`src/rtl/fetch_stage.sv`:
```
// fetch_stage: instruction fetch front end of the 5-stage RV32 pipeline.
//
// Owns the PC, issues one word request at a time to the instruction cache,
// and registers the returned word into the F/D pipeline register consumed
// by decode. Follows decode's stall/redirect and memory's global freeze,
// and raises icache_stall while a fetch is outstanding.
//
// Ports:
//   clock, reset       pipeline clock, synchronous active-high reset
//   stall              load-use stall from decode
//   branch_en/_PC      redirect request and target from decode
//   dcache_stall       global freeze from the memory stage
//   ic_req/ic_addr     fetch request valid / word address (always = pc)
//   ic_rdata/ic_ready  returned instruction word / completion strobe
//   icache_stall       fetch cannot deliver this cycle
//   fd_pc/fd_instr/fd_valid  F/D pipeline register
//
// Optional feature: define FETCH_PERF_CNT_EN to add the free-running
// counters perf_fetched and perf_miss_cycles (both wrap at 2^32).
//
// State table:
//   BOOT  | one idle cycle after reset, no request issued
//   FETCH | issue request at pc; a hit loads F/D in the same cycle
//   MISS  | request outstanding, ic_addr held until ic_ready
//   HOLD  | word returned while frozen; parked in rb until released

module fetch_stage #(
  parameter logic [31:0] RESET_PC     = 32'h0000_0000,
  parameter logic [31:0] BUBBLE_INSTR = 32'h0000_0013
) (
  input  logic        clock,
  input  logic        reset,
  input  logic        stall,
  input  logic        branch_en,
  input  logic [31:0] branch_PC,
  input  logic        dcache_stall,
  output logic        ic_req,
  output logic [31:0] ic_addr,
  input  logic [31:0] ic_rdata,
  input  logic        ic_ready,
  output logic        icache_stall,
  output logic [31:0] fd_pc,
  output logic [31:0] fd_instr,
  output logic        fd_valid
`ifdef FETCH_PERF_CNT_EN
  ,
  output logic [31:0] perf_fetched,
  output logic [31:0] perf_miss_cycles
`endif
);

  typedef enum logic [1:0] {
    ST_BOOT  = 2'd0,
    ST_FETCH = 2'd1,
    ST_MISS  = 2'd2,
    ST_HOLD  = 2'd3
  } state_e;

  state_e      state_q, state_d;
  logic [31:0] pc_q, pc_d;
  logic [31:0] fd_pc_q, fd_pc_d;
  logic [31:0] fd_instr_q, fd_instr_d;
  logic        fd_valid_q, fd_valid_d;
  logic [31:0] rb_data_q, rb_data_d;
  logic        rb_valid_q, rb_valid_d;

  // Per-cycle actions decided by the state logic, applied once below.
  logic        load_word;
  logic [31:0] load_data;
  logic        redirect;
  logic        req_c;
  logic        stall_c;

  always_comb begin
    state_d    = state_q;
    pc_d       = pc_q;
    fd_pc_d    = fd_pc_q;
    fd_instr_d = fd_instr_q;
    fd_valid_d = fd_valid_q;
    rb_data_d  = rb_data_q;
    rb_valid_d = rb_valid_q;
    load_word  = 1'b0;
    load_data  = ic_rdata;
    redirect   = 1'b0;
    req_c      = 1'b0;
    stall_c    = 1'b0;

    case (state_q)
      ST_BOOT: begin
        state_d = ST_FETCH;
      end

      ST_FETCH: begin
        if (dcache_stall || stall) begin
          // Frozen: no request, everything held. A branch under stall is
          // dropped; decode re-presents it once the stall clears.
        end else if (branch_en) begin
          // No request on a redirect cycle: the word would be discarded
          // anyway, and keeping ic_req low avoids leaving one outstanding.
          redirect = 1'b1;
        end else begin
          req_c = 1'b1;
          if (ic_ready) begin
            load_word = 1'b1;
          end else begin
            stall_c = 1'b1;
            state_d = ST_MISS;
          end
        end
      end

      ST_MISS: begin
        req_c   = 1'b1;
        stall_c = !ic_ready;
        if (ic_ready) begin
          if (dcache_stall || stall) begin
            rb_data_d  = ic_rdata;
            rb_valid_d = 1'b1;
            state_d    = ST_HOLD;
          end else if (branch_en) begin
            redirect = 1'b1;
            state_d  = ST_FETCH;
          end else begin
            load_word = 1'b1;
            state_d   = ST_FETCH;
          end
        end
      end

      ST_HOLD: begin
        if (!rb_valid_q) begin
          state_d = ST_FETCH;
        end else if (!dcache_stall && !stall) begin
          rb_valid_d = 1'b0;
          state_d    = ST_FETCH;
          if (branch_en) begin
            redirect = 1'b1;
          end else begin
            load_word = 1'b1;
            load_data = rb_data_q;
          end
        end
      end

      default: begin
        state_d = ST_BOOT;
      end
    endcase

    if (redirect) begin
      fd_pc_d    = 32'h0000_0000;
      fd_instr_d = BUBBLE_INSTR;
      fd_valid_d = 1'b0;
      pc_d       = branch_PC;
    end else if (load_word) begin
      fd_pc_d    = pc_q;
      fd_instr_d = load_data;
      fd_valid_d = 1'b1;
      pc_d       = pc_q + 32'd4;
    end
  end

  // While reset is high the request is dropped, which cancels any miss.
  assign ic_req       = req_c && !reset;
  assign icache_stall = stall_c && !reset;

  always_ff @(posedge clock) begin
    if (reset) begin
      state_q    <= ST_BOOT;
      pc_q       <= RESET_PC;
      fd_pc_q    <= 32'h0000_0000;
      fd_instr_q <= BUBBLE_INSTR;
      fd_valid_q <= 1'b0;
      rb_data_q  <= 32'h0000_0000;
      rb_valid_q <= 1'b0;
    end else begin
      state_q    <= state_d;
      pc_q       <= pc_d;
      fd_pc_q    <= fd_pc_d;
      fd_instr_q <= fd_instr_d;
      fd_valid_q <= fd_valid_d;
      rb_data_q  <= rb_data_d;
      rb_valid_q <= rb_valid_d;
    end
  end

  assign ic_addr  = pc_q;
  assign fd_pc    = fd_pc_q;
  assign fd_instr = fd_instr_q;
  assign fd_valid = fd_valid_q;

`ifdef FETCH_PERF_CNT_EN
  logic [31:0] perf_fetched_q, perf_fetched_d;
  logic [31:0] perf_miss_cycles_q, perf_miss_cycles_d;

  always_comb begin
    perf_fetched_d     = perf_fetched_q;
    perf_miss_cycles_d = perf_miss_cycles_q;
    if (load_word && !redirect) begin
      perf_fetched_d = perf_fetched_q + 32'd1;
    end
    if (icache_stall) begin
      perf_miss_cycles_d = perf_miss_cycles_q + 32'd1;
    end
  end

  always_ff @(posedge clock) begin
    if (reset) begin
      perf_fetched_q     <= 32'h0000_0000;
      perf_miss_cycles_q <= 32'h0000_0000;
    end else begin
      perf_fetched_q     <= perf_fetched_d;
      perf_miss_cycles_q <= perf_miss_cycles_d;
    end
  end

  assign perf_fetched     = perf_fetched_q;
  assign perf_miss_cycles = perf_miss_cycles_q;
`endif

endmodule

```
`config.mk`:
```
export PLATFORM = sky130hd
export DESIGN_NAME = fetch_stage
export DESIGN_NICKNAME = d
export VERILOG_FILES = /design/src/rtl/fetch_stage.sv
export SDC_FILE = /design/constraint.sdc
export NUM_CORES = 1
export LEC_CHECK = 0
export ABC_AREA = 1
export BUFFER_PORTS_ARGS = -buffer_cell sky130_fd_sc_hd__buf_2
export CAP_MARGIN = 25
export CORE_ASPECT_RATIO = 0.9
export CORE_MARGIN = 3
export CORE_UTILIZATION = 55
export DETAILED_ROUTE_END_ITERATION = 6
export PLACE_DENSITY = 0.91
export SLEW_MARGIN = 40
export SYNTH_ARGS = -nofsm -noshare
export SYNTH_HDL_FRONTEND = slang
export SYNTH_SLANG_ARGS = --single-unit
```
`constraint.sdc`:
```
create_clock -name clock -period 4.5 [get_ports clock]
set_input_delay 0.9 -clock clock [delete_from_list [all_inputs] [get_ports clock]]
set_output_delay 0.9 -clock clock [all_outputs]
set_load 0.05 [all_outputs]
```
==> metrics.txt <==
Combinational Power Share 15.2%; crit path from stall; Setup-failing EPs final 0; maxcap violations 0; Pint 0.002450 W; largest family of logic cells by synthesized area simple AND/OR/NAND/NOR gates; Rel. slew slack 49.44%; via count 6,227; max-slew violations 0; reg2reg start state_q[0]$_SDFFE_PP0P_; cts repair resizes 0; Overflow after GRT 0; syn nets 949; GPL Wtd Cong 0.9678; fin worst setup slack 1614 ps; Worst Setup EP icache_stall; area occupied by multi-input gates 2890 sq um; Post-CTS Hold Buffers 0; PD cells 449.4 nW/um^2; layout cells sized above 1 21.87%; XOR/XNOR Fraction of Synth Area 1.883%; Sequential cell area 2643 sq um; Max clock buf depth 2; FF-to-FF setup slack 1630 ps; Area Growth Syn to Fin 24.65%; TritonCTS clock tree done; Core Util, Final 72.00%; RSZ-0062 raised after global routing no; pre-CTS setup slack 1453 ps; overall power 0.003387 W; Syn Std Cell Area 6046 sq um; CP arrival 1990 ps; Peak Freq 346.5 MHz; Post-synth top flop dfxtp_1; buffer count from post-CTS setup fixing 0; post-synthesis compound-gate area fraction 20.07%; root buf cell clkbuf_16; Post-Syn Instances 873; Clk pwr share 46.5%; Final ANT Viol Nets 0; R2R depth 9; setup_tns 0 ps; first-pass GRT wire length 26,890 um; Setup crit start kind input pin; Flop pwr share 38.3%; fin crit share 64.13%; Final Hold Vio Count 0; antenna fix cells 0; DIE AREA 12,290 sq um; number of synthesized flops with an enable pin 0; htree depth 4; Iter 0 DRT Violations 455; Total GRT Usage 27.25%; TritonRoute pass-1 iters 5; largest net degree at the start of global routing 101; Simple-Gate Fraction of Synth Area 24.28%; DRT Wirelength 16,980 um; Buffers on Ports 168; wire per inst 14.66 um; CTS Sinks 132; clock-pin slew on the worst setup and hold paths 50 ps; Async S/R FF share, synth 0%; starting density of the core 57.76%; register bit total from synthesis 132; total CTS buffers 17; I/O pin count 169; num rows 35; DRC violations left 0; Switching Power 0.0009371 W; adder-cell share of the synthesized area 1.242%; chip height 105.5 um; CP Data Required Time 3600 ps; CP max-delay cell buf_2; largest stage delay on the critical path 300 ps; post-synthesis sequential area ratio 43.71%; critical-path cell list buf_2 > inv_2 > nand2_2 > nor2_4 > nand2_1 > nand2_1 > inv_1 > nor4_1 > buf_2; sw frac 27.67%; CORE AREA 10,470 sq um; worst slew pin tran 755.7 ps; Filler Cell Count 816; clock skew 7.521 ps; Distinct cells, synth 34; initial antenna violation count 1; crit path time final 2886 ps; HPWL after DPL 10,900 um; LEAKAGE 3.319 nW; Reg-to-Reg End fd_pc[5]$_SDFFE_PP0P_; Warnings, synthesis 0; Setup Crit Path Kind input pin to output port; Via density 5.377; Min-Delay Path Class flip-flop to flip-flop; syn avg cell area 6.925 sq um; CP Max Fanout 5; Final nets 1,092; critical path capture point type output port; status completed; Chip Width 116.5 um; Finished Layout Cells 1,158; mux cell area share after synthesis 0%; DP Cell Count 1,126; worst skew pair latency 410 ps; vias in the first global route 5,696; peak supply drop 347.2 uV
==> power groups by stage <==
stage	registers (W)	clock network, W	logic, W
2_1_floorplan	0.00142	0	0.000272
3_3_place_gp	0.00132	0	0.000491
3_5_place_dp	0.00132	0	0.000506
4_1_cts	0.00130	0.00158	0.000511
5_1_grt	0.00131	0.00163	0.000565
6_report	0.00130	0.00157	0.000513
==> cells by family after synthesis <==
family	Yosys count
compound gates	239
xor+xnor	13
fa+ha+maj	6
buf+inv	126
flops	132
simple gates	357
==> Yosys cell counts (3+ instances only) <==
cell / n / share of area, %
nand2_2: 3 / 0.31
nand3_1: 32 / 2.6
nand2_1: 194 / 12
clkbuf_1: 29 / 1.8
xnor2_1: 4 / 0.58
nor3_1: 3 / 0.25
inv_1: 71 / 4.4
ha_1: 6 / 1.2
a21oi_1: 95 / 7.9
buf_2: 11 / 0.91
nor2_2: 5 / 0.52
nor2_1: 109 / 6.8
buf_6: 4 / 0.74
dfxtp_1: 132 / 44
o21ai_0: 134 / 11
inv_2: 6 / 0.37
xor2_1: 9 / 1.3
a211oi_1: 4 / 0.50
==> flip-flops by register name, indices dropped and copies added, names as in the netlist <==
signal and flops:
fd_instr 32, fd_pc 32, fd_valid 1, ic_addr 32, rb_data_q 32, rb_valid_q 1
state_q 2
==> per-stage QoR <==
stage,hold slack [ps],cell area (sq um)
after floorplan,424.5,6046
after global placement,435.1,6849
after detailed placement,440.2,6864
after CTS,448.9,7536
after global routing,469.8,7536
final,447.1,7536
==> placed cells by master, fill, tap and decap left out <==
| master | count |
|---|---|
| nor2_4 | 1 |
| clkinv_2 | 3 |
| nor3_2 | 2 |
| nand3_4 | 2 |
| clkbuf_16 | 17 |
| o21bai_1 | 1 |
| a31oi_1 | 2 |
| o21a_1 | 1 |
| nand4_1 | 1 |
| nand3_1 | 31 |
| inv_2 | 6 |
| and2_1 | 2 |
| clkbuf_8 | 1 |
| nor3_1 | 3 |
| clkinvlp_4 | 1 |
| nor4_1 | 1 |
| buf_4 | 3 |
| clkinv_4 | 4 |
| nor3b_1 | 1 |
| xnor2_1 | 4 |
| o21ai_0 | 134 |
| buf_2 | 168 |
| inv_6 | 1 |
| nor2_2 | 5 |
| bufinv_16 | 6 |
| dfxtp_1 | 132 |
| ha_1 | 6 |
| inv_1 | 71 |
| nand2_4 | 1 |
| nand2_1 | 194 |
| nand3b_4 | 1 |
| clkbuf_1 | 1 |
| xor2_1 | 9 |
| a21oi_1 | 95 |
| o21ai_1 | 2 |
| nor2_1 | 109 |
| a211oi_1 | 4 |
| nand2_2 | 3 |
==> layout make-up <==
| cell class | instances | share of cell area [%] |
|---|---|---|
| Multi-Input combinational cell | 615 | 38.35 |
| Sequential cell | 132 | 35.07 |
| Timing Repair Buffer | 171 | 11.46 |
| Clock buffer | 19 | 5.877 |
| Inverter | 79 | 4.068 |
| Clock inverter | 13 | 3.038 |
| Tap cell | 129 | 2.142 |
==> worst min path at each step <==
| stage | from | cells after the start | slack (ps) | to |
|---|---|---|---|---|
| 3_3_place_gp | rb_data_q[31]$_SDFFE_PP0P_ | 2 | 440 | rb_data_q[31]$_SDFFE_PP0P_ |
| 6_report | rb_data_q[31]$_SDFFE_PP0P_ | 2 | 450 | rb_data_q[31]$_SDFFE_PP0P_ |
| 4_1_cts | rb_data_q[31]$_SDFFE_PP0P_ | 2 | 450 | rb_data_q[31]$_SDFFE_PP0P_ |
| 2_1_floorplan | rb_data_q[10]$_SDFFE_PP0P_ | 2 | 420 | rb_data_q[10]$_SDFFE_PP0P_ |
| 5_1_grt | rb_data_q[31]$_SDFFE_PP0P_ | 2 | 470 | rb_data_q[31]$_SDFFE_PP0P_ |
| 3_5_place_dp | rb_data_q[31]$_SDFFE_PP0P_ | 2 | 440 | rb_data_q[31]$_SDFFE_PP0P_ |
==> per-layer routing <==
layer | vias up | global-route usage [%] | wire [um]
met5 | - | 0 | 13
met4 | 2 | 10.02 | 310
met3 | 35 | 7.635 | 1515
met2 | 274 | 44.20 | 8036
met1 | 2810 | 34.29 | 7099
li1 | 3106 | - | -
==> worst max-delay path: cells and delay by family <==
kind / cells / cell delay [ps]
buffers and inverters: 4 / 500
and+or+nand+nor: 5 / 580
No activity file was read; power rests on OpenSTA's default activity.
